`src/rtl/microseq_pkg.sv`:
```
// ----------------------------------------------------------------------------
// microseq_pkg
// Shared definitions for the microcode address sequencer:
//   - seq_op_t   : sequencing operation decoded from the current microword
//   - DEF_*      : default geometry and vector addresses used as parameter
//                  defaults by microcode_sequencer and microseq_stack
//   - min1_clog2 : index width helper that never returns zero
// Optional feature macro used by the sequencer: MICROSEQ_STACK_CHECK_EN.
// ----------------------------------------------------------------------------
package microseq_pkg;

    typedef enum logic [2:0] {
        NEXT     = 3'd0,
        JUMP     = 3'd1,
        COND     = 3'd2,
        CALL     = 3'd3,
        RET      = 3'd4,
        DISPATCH = 3'd5,
        RESTART  = 3'd6
    } seq_op_t;

    localparam int unsigned DEF_ADDR_W      = 32'd11;
    localparam int unsigned DEF_STACK_DEPTH = 32'd4;
    localparam int unsigned DEF_NUM_COND    = 32'd16;
    localparam int unsigned DEF_NUM_EVT     = 32'd4;
    localparam int unsigned DEF_DISPATCH_W  = 32'd8;

    localparam logic [10:0] DEF_RESET_ADDR = 11'h129;
    localparam logic [10:0] DEF_FAULT_ADDR = 11'h12f;
    localparam logic [10:0] DEF_EVT_BASE   = 11'h12a;

    // Width of an index into a vector of n entries; at least one bit so that
    // single-entry configurations still get a legal signal declaration.
    function automatic int unsigned min1_clog2(input int unsigned n);
        int unsigned w;
        w = 32'd1;
        if (n > 32'd2) begin
            w = $clog2(n);
        end else begin
            w = 32'd1;
        end
        return w;
    endfunction

endpackage

```
`src/rtl/microseq_stack.sv`:
```
// ----------------------------------------------------------------------------
// microseq_stack
// Return-address LIFO for microcode subroutine calls.
// Ports:
//   clk, rst_n     : clock, asynchronous active-low reset (empties the stack)
//   push, pop      : push alone appends; push with pop replaces the top entry;
//                    pop alone removes the top entry
//   clear          : empties the stack, wins over push/pop
//   push_data      : value written by push
//   top            : current top entry (zero when empty)
//   depth          : number of occupied entries
//   full, empty    : depth == DEPTH / depth == 0
// A push while full overwrites the top entry so the pointer never runs past
// the storage; a pop while empty is ignored.
// ----------------------------------------------------------------------------
module microseq_stack
    import microseq_pkg::*;
#(
    parameter int unsigned ADDR_W = DEF_ADDR_W,
    parameter int unsigned DEPTH  = DEF_STACK_DEPTH
) (
    input  logic                       clk,
    input  logic                       rst_n,
    input  logic                       push,
    input  logic                       pop,
    input  logic                       clear,
    input  logic [ADDR_W-1:0]          push_data,
    output logic [ADDR_W-1:0]          top,
    output logic [$clog2(DEPTH+1)-1:0] depth,
    output logic                       full,
    output logic                       empty
);

    localparam int unsigned PTR_W = $clog2(DEPTH + 32'd1);

    logic [ADDR_W-1:0] mem_q [DEPTH];
    logic [ADDR_W-1:0] mem_d [DEPTH];
    logic [PTR_W-1:0]  depth_q;
    logic [PTR_W-1:0]  depth_d;
    logic [ADDR_W-1:0] top_s;

    assign full  = (depth_q == PTR_W'(DEPTH));
    assign empty = (depth_q == {PTR_W{1'b0}});
    assign depth = depth_q;
    assign top   = top_s;

    // Top-of-stack read: entry at index depth-1, zero when empty.
    always_comb begin
        top_s = {ADDR_W{1'b0}};
        for (int i = 0; i < int'(DEPTH); i++) begin
            top_s = (depth_q == PTR_W'(i + 1)) ? mem_q[i] : top_s;
        end
    end

    // Next-state for pointer and storage.
    always_comb begin
        depth_d = depth_q;
        mem_d   = mem_q;
        if (clear) begin
            depth_d = {PTR_W{1'b0}};
        end else if (push && (pop || full)) begin
            // replace the current top entry; nothing to replace when empty
            for (int i = 0; i < int'(DEPTH); i++) begin
                if (depth_q == PTR_W'(i + 1)) begin
                    mem_d[i] = push_data;
                end else begin
                    mem_d[i] = mem_q[i];
                end
            end
        end else if (push) begin
            for (int i = 0; i < int'(DEPTH); i++) begin
                if (depth_q == PTR_W'(i)) begin
                    mem_d[i] = push_data;
                end else begin
                    mem_d[i] = mem_q[i];
                end
            end
            depth_d = depth_q + PTR_W'(1);
        end else if (pop && !empty) begin
            depth_d = depth_q - PTR_W'(1);
        end else begin
            depth_d = depth_q;
        end
    end

    // Pointer and storage registers.
    always_ff @(posedge clk or negedge rst_n) begin
        if (!rst_n) begin
            depth_q <= {PTR_W{1'b0}};
            for (int i = 0; i < int'(DEPTH); i++) begin
                mem_q[i] <= {ADDR_W{1'b0}};
            end
        end else begin
            depth_q <= depth_d;
            mem_q   <= mem_d;
        end
    end

endmodule

```
`src/rtl/microcode_sequencer.sv`:
```
// ----------------------------------------------------------------------------
// microcode_sequencer
// Computes the next microcode address every cycle and holds the current one.
// next_addr drives a synchronous microcode ROM, so the microword for addr is
// available in the same cycle as addr.
// Ports:
//   clk, reset_n      : core clock, asynchronous active-low reset
//   stall             : hold addr, suppress every side effect
//   seq_op/seq_target : sequencing operation and target from the microword
//   cond_sel/cond_invert/cond : condition select for COND
//   dispatch_valid/dispatch_addr/dispatch_rd : opcode dispatch handshake
//   yield/evt_req/evt_ack : prioritised event vectoring (bit 0 highest)
//   addr              : registered current address
//   next_addr         : combinational ROM read address
//   stack_depth       : occupied call-stack entries
//   stack_fault       : sticky stack overflow/underflow flag
// Optional feature: define MICROSEQ_STACK_CHECK_EN to vector stack
// overflow/underflow to FAULT_ADDR and flag it; otherwise a full CALL
// overwrites the top entry and an empty RET restarts at RESET_ADDR.
// ----------------------------------------------------------------------------
module microcode_sequencer
    import microseq_pkg::*;
#(
    parameter int unsigned       ADDR_W      = DEF_ADDR_W,
    parameter int unsigned       STACK_DEPTH = DEF_STACK_DEPTH,
    parameter int unsigned       NUM_COND    = DEF_NUM_COND,
    parameter int unsigned       NUM_EVT     = DEF_NUM_EVT,
    parameter int unsigned       DISPATCH_W  = DEF_DISPATCH_W,
    parameter logic [ADDR_W-1:0] RESET_ADDR  = ADDR_W'(DEF_RESET_ADDR),
    parameter logic [ADDR_W-1:0] FAULT_ADDR  = ADDR_W'(DEF_FAULT_ADDR),
    parameter logic [ADDR_W-1:0] EVT_BASE    = ADDR_W'(DEF_EVT_BASE)
) (
    input  logic                             clk,
    input  logic                             reset_n,
    input  logic                             stall,
    input  logic [2:0]                       seq_op,
    input  logic [ADDR_W-1:0]                seq_target,
    input  logic [$clog2(NUM_COND)-1:0]      cond_sel,
    input  logic                             cond_invert,
    input  logic [NUM_COND-1:0]              cond,
    input  logic                             dispatch_valid,
    input  logic [DISPATCH_W-1:0]            dispatch_addr,
    output logic                             dispatch_rd,
    input  logic                             yield,
    input  logic [NUM_EVT-1:0]               evt_req,
    output logic [NUM_EVT-1:0]               evt_ack,
    output logic [ADDR_W-1:0]                addr,
    output logic [ADDR_W-1:0]                next_addr,
    output logic [$clog2(STACK_DEPTH+1)-1:0] stack_depth,
    output logic                             stack_fault
);

    localparam int unsigned EVT_IDX_W = min1_clog2(NUM_EVT);

    seq_op_t               op_s;
    logic [ADDR_W-1:0]     addr_q;
    logic [ADDR_W-1:0]     addr_d;
    logic                  stack_fault_q;
    logic                  stack_fault_d;
    logic [ADDR_W-1:0]     addr_inc_s;
    logic [EVT_IDX_W-1:0]  evt_idx_s;
    logic [NUM_EVT-1:0]    evt_oh_s;
    logic                  evt_take_s;
    logic                  cond_hit_s;
    logic                  fault_s;
    logic                  set_fault_s;
    logic                  push_s;
    logic                  pop_s;
    logic                  clear_s;
    logic                  rd_s;
    logic [NUM_EVT-1:0]    ack_s;
    logic [ADDR_W-1:0]     nxt_s;
    logic [ADDR_W-1:0]     stk_top_s;
    logic                  stk_full_s;
    logic                  stk_empty_s;

    assign op_s       = seq_op_t'(seq_op);
    assign addr_inc_s = addr_q + ADDR_W'(1);
    assign evt_take_s = yield && (|evt_req);
    assign cond_hit_s = cond[cond_sel] ^ cond_invert;

    // Lowest-numbered pending event wins; scan from the top so bit 0 lands last.
    always_comb begin
        evt_idx_s = {EVT_IDX_W{1'b0}};
        evt_oh_s  = {NUM_EVT{1'b0}};
        for (int i = int'(NUM_EVT) - 1; i >= 0; i--) begin
            evt_idx_s = evt_req[i] ? EVT_IDX_W'(i) : evt_idx_s;
            evt_oh_s  = evt_req[i] ? (NUM_EVT'(1) << i) : evt_oh_s;
        end
    end

    // Stack misuse detection; only acted on in the checked build.
    always_comb begin
`ifdef MICROSEQ_STACK_CHECK_EN
        fault_s = ((op_s == CALL) && stk_full_s) || ((op_s == RET) && stk_empty_s);
`else
        fault_s = 1'b0;
`endif
    end

    // Next-address priority mux and side-effect strobes.
    always_comb begin
        nxt_s       = addr_q;
        push_s      = 1'b0;
        pop_s       = 1'b0;
        clear_s     = 1'b0;
        rd_s        = 1'b0;
        ack_s       = {NUM_EVT{1'b0}};
        set_fault_s = 1'b0;
        if (!reset_n) begin
            nxt_s = RESET_ADDR;
        end else if (stall) begin
            nxt_s = addr_q;
        end else if (evt_take_s) begin
            nxt_s = EVT_BASE + ADDR_W'(evt_idx_s);
            ack_s = evt_oh_s;
        end else if (fault_s) begin
            nxt_s       = FAULT_ADDR;
            clear_s     = 1'b1;
            set_fault_s = 1'b1;
        end else begin
            case (op_s)
                NEXT: begin
                    nxt_s = addr_inc_s;
                end
                JUMP: begin
                    nxt_s = seq_target;
                end
                COND: begin
                    nxt_s = cond_hit_s ? seq_target : addr_inc_s;
                end
                CALL: begin
                    // a full stack replaces its top entry instead of growing
                    push_s = 1'b1;
                    pop_s  = stk_full_s;
                    nxt_s  = seq_target;
                end
                RET: begin
                    if (stk_empty_s) begin
                        nxt_s = RESET_ADDR;
                    end else begin
                        pop_s = 1'b1;
                        nxt_s = stk_top_s;
                    end
                end
                DISPATCH: begin
                    if (dispatch_valid) begin
                        nxt_s = ADDR_W'(dispatch_addr);
                        rd_s  = 1'b1;
                    end else begin
                        nxt_s = addr_q;
                    end
                end
                RESTART: begin
                    nxt_s   = RESET_ADDR;
                    clear_s = 1'b1;
                end
                default: begin
                    nxt_s = addr_inc_s;
                end
            endcase
        end
    end

    assign addr_d        = nxt_s;
    assign stack_fault_d = stack_fault_q | set_fault_s;

    // Current address and sticky fault flag.
    always_ff @(posedge clk or negedge reset_n) begin
        if (!reset_n) begin
            addr_q        <= RESET_ADDR;
            stack_fault_q <= 1'b0;
        end else begin
            addr_q        <= addr_d;
            stack_fault_q <= stack_fault_d;
        end
    end

    microseq_stack #(
        .ADDR_W (ADDR_W),
        .DEPTH  (STACK_DEPTH)
    ) u_stack (
        .clk       (clk),
        .rst_n     (reset_n),
        .push      (push_s),
        .pop       (pop_s),
        .clear     (clear_s),
        .push_data (addr_inc_s),
        .top       (stk_top_s),
        .depth     (stack_depth),
        .full      (stk_full_s),
        .empty     (stk_empty_s)
    );

    assign addr        = addr_q;
    assign next_addr   = nxt_s;
    assign evt_ack     = ack_s;
    assign dispatch_rd = rd_s;
    assign stack_fault = stack_fault_q;

endmodule
```
`config.mk`:
```
export PLATFORM = sky130hd
export DESIGN_NAME = microcode_sequencer
export DESIGN_NICKNAME = d
export VERILOG_FILES = /design/src/rtl/microseq_pkg.sv /design/src/rtl/microseq_stack.sv /design/src/rtl/microcode_sequencer.sv
export SDC_FILE = /design/constraint.sdc
export NUM_CORES = 1
export LEC_CHECK = 0
export ABC_CLOCK_PERIOD_IN_PS = 9200
export CAP_MARGIN = 20
export CORE_UTILIZATION = 56
export DETAILED_ROUTE_END_ITERATION = 6
export GPL_TIMING_DRIVEN = 0
export HOLD_SLACK_MARGIN = 0.12
export PLACE_DENSITY = 0.86
export SETUP_SLACK_MARGIN = 0.02
export SLEW_MARGIN = 20
export SYNTH_ARGS = -nofsm -noshare
export SYNTH_HDL_FRONTEND = slang
export SYNTH_SLANG_ARGS = --single-unit
```
`constraint.sdc`:
```
create_clock -name clk -period 9.2 [get_ports clk]
set_clock_uncertainty 0.1 [all_clocks]
set_input_delay 1.84 -clock clk [delete_from_list [all_inputs] [get_ports clk]]
set_output_delay 1.84 -clock clk [all_outputs]
set_load 0.005 [all_outputs]
```
==> results of run 1 <==
-- layer usage --
layer / GRT usage, % / vias up / wire length (microns)
li1: - / 1899 / -
met2: 58.84 / 262 / 6108
met1: 47.04 / 1971 / 5231
met3: 6.919 / 40 / 1244
met5: 0 / - / 0
met4: 15.91 / 0 / 296
-- registers in the layout, indices dropped and copies added, names as in the netlist --
register	count
u_stack.mem_q	44
addr	11
u_stack.depth	3
-- cell type report --
type / count / share of cell area (%)
Timing Repair Buffer: 78 / 15.01
Tap cell: 96 / 2.316
Sequential cell: 58 / 28.08
Clock buffer: 9 / 2.388
Inverter: 14 / 1.013
Multi-Input combinational cell: 373 / 45.65
Buffer: 34 / 3.136
Clock inverter: 7 / 2.413
-- worst paths after layout --
check                                    end  slack [ns]              start  cells past startpoint
setup / recovery                next_addr[1]        2.34          seq_op[0]                      9
hold / removal             u_stack.mem_q[31]        0.40  u_stack.mem_q[31]                      1
setup reg to reg                     addr[7]        5.72   u_stack.depth[2]                     11
hold reg to reg            u_stack.mem_q[31]        0.40  u_stack.mem_q[31]                      1
max in group asynchronous  u_stack.mem_q[33]        7.05            reset_n                      1
min in group asynchronous            addr[4]        1.44            reset_n                      1
-- Yosys cell counts (all sizes together), types with 5 or more instances --
master	n	area share, %
o211ai	7	1.3
mux2i	12	3.3
o21ai	23	2.9
nand3	14	1.9
nand3b	9	1.7
nand2b	9	1.6
nor3	5	0.62
o22ai	7	1.1
a22oi	5	0.93
xnor2	6	1.3
mux2	11	3.2
nor2	67	6.3
inv	14	1.3
a221oi	10	2.3
xor2	5	1.1
ha	7	2.2
nor2b	11	1.7
a21oi	63	7.8
and3	6	0.93
buf	14	2.2
clkbuf	20	1.9
dfrtp	54	33
nand2	43	4.0
-- metrics by stage --
| step | hold slack, ns | area [sq um] | utilization [%] |
|---|---|---|---|
| after floorplan | 0.3580 | 4039 | - |
| after global placement | 0.3714 | 4940 | 71.91 |
| after detailed placement | 0.3760 | 4937 | 71.88 |
| after CTS | 0.3938 | 5186 | 75.50 |
| after global routing | 0.4215 | 5186 | 75.50 |
| final | 0.3958 | 5186 | 75.50 |
-- cells by family after synthesis --
family / count (synthesis)
AOI/OAI and AO/OA: 144
xor gates and xnor gates: 11
adders and majority gates: 7
buffers and inverters: 48
DFF: 58
muxes: 25
other: 1
and+or+nand+nor: 185
-- power by group --
part / switching [mW] / total, mW / internal, mW
sequential: 0.0364 / 0.347 / 0.310
clock: 0.120 / 0.303 / 0.182
combinational: 0.191 / 0.327 / 0.136
total: 0.347 / 0.976 / 0.629
==> results.json, run 1 <==
{
  "wl_per_cell_microns": 19.25,
  "initial_core_util_pct": 58.80,
  "final_common_cell": "clkdlybuf4s50_1",
  "min_period_ns": 6.863,
  "drt_iter0_markers": 542,
  "synth_compound_area_share_pct": 23.27,
  "numPortBuffers": 78,
  "synth_top_family_by_area": "compound AO/OA/AOI/OAI gates",
  "path_class": "input port to output pin",
  "ys_async_sr_fraction_pct": 100.0,
  "grt-ovfl-total": 0,
  "drc_errors": 0,
  "power_per_cell_area_mw_per_mm2": 188.2,
  "crit_path_max_incr_delay_ns": 0.58,
  "coreArea_sq_mm": 0.006869,
  "regArea_sq_mm": 0.001456,
  "vias": 4172,
  "clockBufferDepth": 2,
  "design.die.area_sq_mm": 0.007556,
  "worst_pin_slew_ns": 0.8097,
  "synth_xor_area_share_pct": 2.385,
  "dp_hpwl_mm": 9.557,
  "path_clk_slew_ns": 0.07,
  "drt-vias-per-instance": 6.236,
  "clk-insertion-delay-late_ns": 0.35,
  "path_max_fanout": 7,
  "num-fill-cells": 502,
  "cts_resized": 0,
  "critPathTopFamily": "compound AO/OA/AOI/OAI gates",
  "ys_seq_area_share_pct": 36.06,
  "crit_buf_inv": 3,
  "finalWirelength_mm": 12.88,
  "h-tree-depth": 3,
  "finalWeightedCongestion": 0.9309,
  "p_leak_nw": 2.136,
  "ys.flop_type": "dfrtp_1",
  "drive_above_1_share_pct": 9.599,
  "area_growth_pct": 28.41,
  "total_power_uw": 976.3,
  "cts_tree": "built",
  "die_x_microns": 86.93,
  "fp-row-count": 30,
  "cts_inserted_buffers": 9,
  "layout_setup_ws_ns": 2.337,
  "cp.required_ns": 7.26,
  "avgSynthCellArea_sq_um": 8.432,
  "ys_ff_latch": 58,
  "post_cts_buffers": 0,
  "root_buffer": "clkbuf_8",
  "final_cells": 669,
  "slew_violations": 0,
  "hold_viol": 0,
  "io_pins": 83,
  "status": "completed",
  "ir_drop_uv": 170.3,
  "pre_cts_ws_ns": 2.393,
  "synth_edf_count": 0,
  "cts_num_sinks": 58,
  "endpoint_kind": "output pin",
  "multi_input_area_sq_mm": 0.002367,
  "hold_buffers": 0,
  "ys_warn_count": 0,
  "antenna_found_initial": 0,
  "ant_nets": 0,
  "holdCritPathClass": "flip-flop to flip-flop",
  "cp_cell_sequence": "clkdlybuf4s50_1 -> or3b_1 -> clkbuf_1 -> a21oi_1 -> o21ai_0 -> o211ai_1 -> o21ai_0 -> a21oi_1 -> clkdlybuf4s50_1",
  "synth-simple-area-share_pct": 23.14,
  "grt_pass1_wl_mm": 20.71,
  "start_kind": "input port",
  "final.period_utilization_pct": 74.59,
  "die_h_microns": 86.93,
  "drt_first_pass_iters": 6,
  "rsz0062_at_grt": "no",
  "grt_pass1_vias": 4090,
  "setup_viol": 0,
  "diodes": 0,
  "track_usage_pct": 36.19,
  "muxShareOfSynthArea_pct": 7.559,
  "syn_inst": 479,
  "cp.arrival_ns": 4.92,
  "synth_fa_ha_area_share_pct": 2.169,
  "tns_ns": 0,
  "cap_violations": 0,
  "synth_cell_types": 69,
  "synth_area_sq_mm": 0.004039,
  "critical-path-slowest-cell": "a21oi_1",
  "dp_cells": 653,
  "max_freq_ghz": 0.1457,
  "relSlewSlack_pct": 45.82,
  "final_cell_mix": "77 x clkdlybuf4s50_1, 66 x nor2_1, 63 x a21oi_1",
  "grt_start_max_net_pins": 60,
  "fin_nets": 627,
  "synth_fp_nets": 538
}
No activity file was read; power rests on OpenSTA's default activity.
==> run 2, diff against run 1 <==
- ABC_CLOCK_PERIOD_IN_PS: 9200 -> 7000
- CORE_UTILIZATION: 56 -> 52
- PLACE_DENSITY: 0.86 -> 0.81
- clock period: 9.2 -> 7 ns (I/O delays scaled with it)
==> results.json, run 2 (synthesis gave the netlist of run 1 again) <==
{
  "status": "completed",
  "dp_hpwl_mm": 9.652,
  "grt_pass1_wl_mm": 21.02,
  "largest_register_ff_count": 44,
  "slew_violations": 0,
  "post_cts_buffers": 0,
  "final_cell_mix": "77 x clkdlybuf4s50_1, 66 x nor2_1, 63 x a21oi_1",
  "h-tree-depth": 3,
  "setup_viol": 0,
  "cap_violations": 0,
  "clockBufferDepth": 2,
  "final.period_utilization_pct": 86.15,
  "finalWeightedCongestion": 0.9141,
  "grt-ovfl-total": 0,
  "diodes": 0,
  "initial_core_util_pct": 54.80,
  "hold_buffers": 0,
  "vias": 4062,
  "max_freq_ghz": 0.1658,
  "drt_iter0_markers": 288,
  "grt_start_max_net_pins": 59,
  "ant_nets": 0,
  "track_usage_pct": 32.89,
  "fp-row-count": 31,
  "drt_first_pass_iters": 5,
  "wl_per_cell_microns": 19.26,
  "hold_viol": 0,
  "coreArea_sq_mm": 0.007370,
  "path_clk_slew_ns": 0.08,
  "root_buffer": "clkbuf_8",
  "holdCritPathClass": "flip-flop to flip-flop",
  "drt-vias-per-instance": 6.036,
  "r2r_slack_ns": 3.59,
  "die_h_microns": 90.13,
  "total_power_mw": 1.286,
  "path_max_fanout": 6,
  "drc_errors": 0,
  "endpoint_kind": "output pin",
  "relSlewSlack_pct": 48.19,
  "cp.required_ns": 5.50,
  "antenna_found_initial": 0,
  "min_period_ns": 6.031,
  "p_leak_nw": 2.149,
  "fin_nets": 628,
  "grt_pass1_vias": 4011,
  "cp.arrival_ns": 4.53,
  "start_kind": "input port",
  "top_register": "u_stack.mem_q",
  "cts_resized": 0,
  "io_pins": 83,
  "fin_util_pct": 70.80,
  "power_per_cell_area_mw_per_mm2": 246.5,
  "tns_ns": 0,
  "stdcell_area_sq_mm": 0.005218,
  "area_growth_pct": 29.18,
  "clk-insertion-delay-late_ns": 0.36,
  "cts_num_sinks": 58,
  "worst_pin_slew_ns": 0.7743,
  "rsz0062_at_grt": "no",
  "path_class": "input port to output pin",
  "finalWirelength_mm": 12.97,
  "numPortBuffers": 78,
  "cts_tree": "built",
  "cts_inserted_buffers": 9,
  "placed_area_sq_mm": 0.004969,
  "design.die.area_sq_mm": 0.008123,
  "die_x_microns": 90.13,
  "drive_above_1_share_pct": 9.756,
  "ir_drop_uv": 230.0,
  "final_common_cell": "clkdlybuf4s50_1"
}
## run 2: changes by cell type in the layout (fill, tap and decap cells not counted), sizes merged
cell  delta
buf      +1
## run 2: final timing paths
path                                endpoint               from  cells after the start
min in group asynchronous            addr[0]            reset_n                      1
max in group asynchronous            addr[8]            reset_n                      2
max reg2reg                          addr[7]   u_stack.depth[2]                     11
min                        u_stack.mem_q[23]  u_stack.mem_q[23]                      1
min reg2reg                u_stack.mem_q[23]  u_stack.mem_q[23]                      1
max                             next_addr[1]          seq_op[2]                      9
## run 2: stage by stage
| stage | hold WS (ns) | worst slack (ns) | std cells |
|---|---|---|---|
| after floorplan | 0.3580 | 2.218 | 479 |
| final | 0.4011 | 0.9692 | 673 |
| after CTS | 0.4048 | 1.045 | 673 |
| after global placement | 0.3727 | -0.5199 | 656 |
| after detailed placement | 0.3866 | 1.086 | 657 |
| after global routing | 0.4218 | 0.8182 | 673 |
## run 2: layout make-up
type | instances | area (sq um)
Buffer | 34 | 162.7
Clock buffer | 9 | 123.9
Clock inverter | 7 | 125.1
Fill cell | 581 | 2152
Inverter | 14 | 52.55
Multi-Input combinational cell | 373 | 2367
Sequential cell | 58 | 1456
Tap cell | 99 | 123.9
Timing Repair Buffer | 79 | 805.8
## run 2: metal layers
metal  up-vias  GRT usage [%]  wire length [microns]
met2       224          55.66                   6259
met4         0          11.02                    278
li1       1910              -                      -
met5         -              0                      0
met3        29          6.091                   1012
met1      1899          42.31                   5415
## run 2: critical path, cell delays in order
cell and delay, ns:
clkdlybuf4s50_1 0.56, or3b_1 0.36, clkbuf_1 0.19, a21oi_1 0.58, o21ai_0 0.34, o211ai_1 0.22, o21ai_0 0.13, a21oi_1 0.20
clkdlybuf4s50_1 0.55
## run 2: where the power goes
group / leakage [nW] / total, mW / switching, mW / internal [mW]
Clock: 0.124 / 0.398 / 0.158 / 0.240
Combinational: 1.28 / 0.433 / 0.252 / 0.182
Sequential: 0.749 / 0.455 / 0.0472 / 0.408
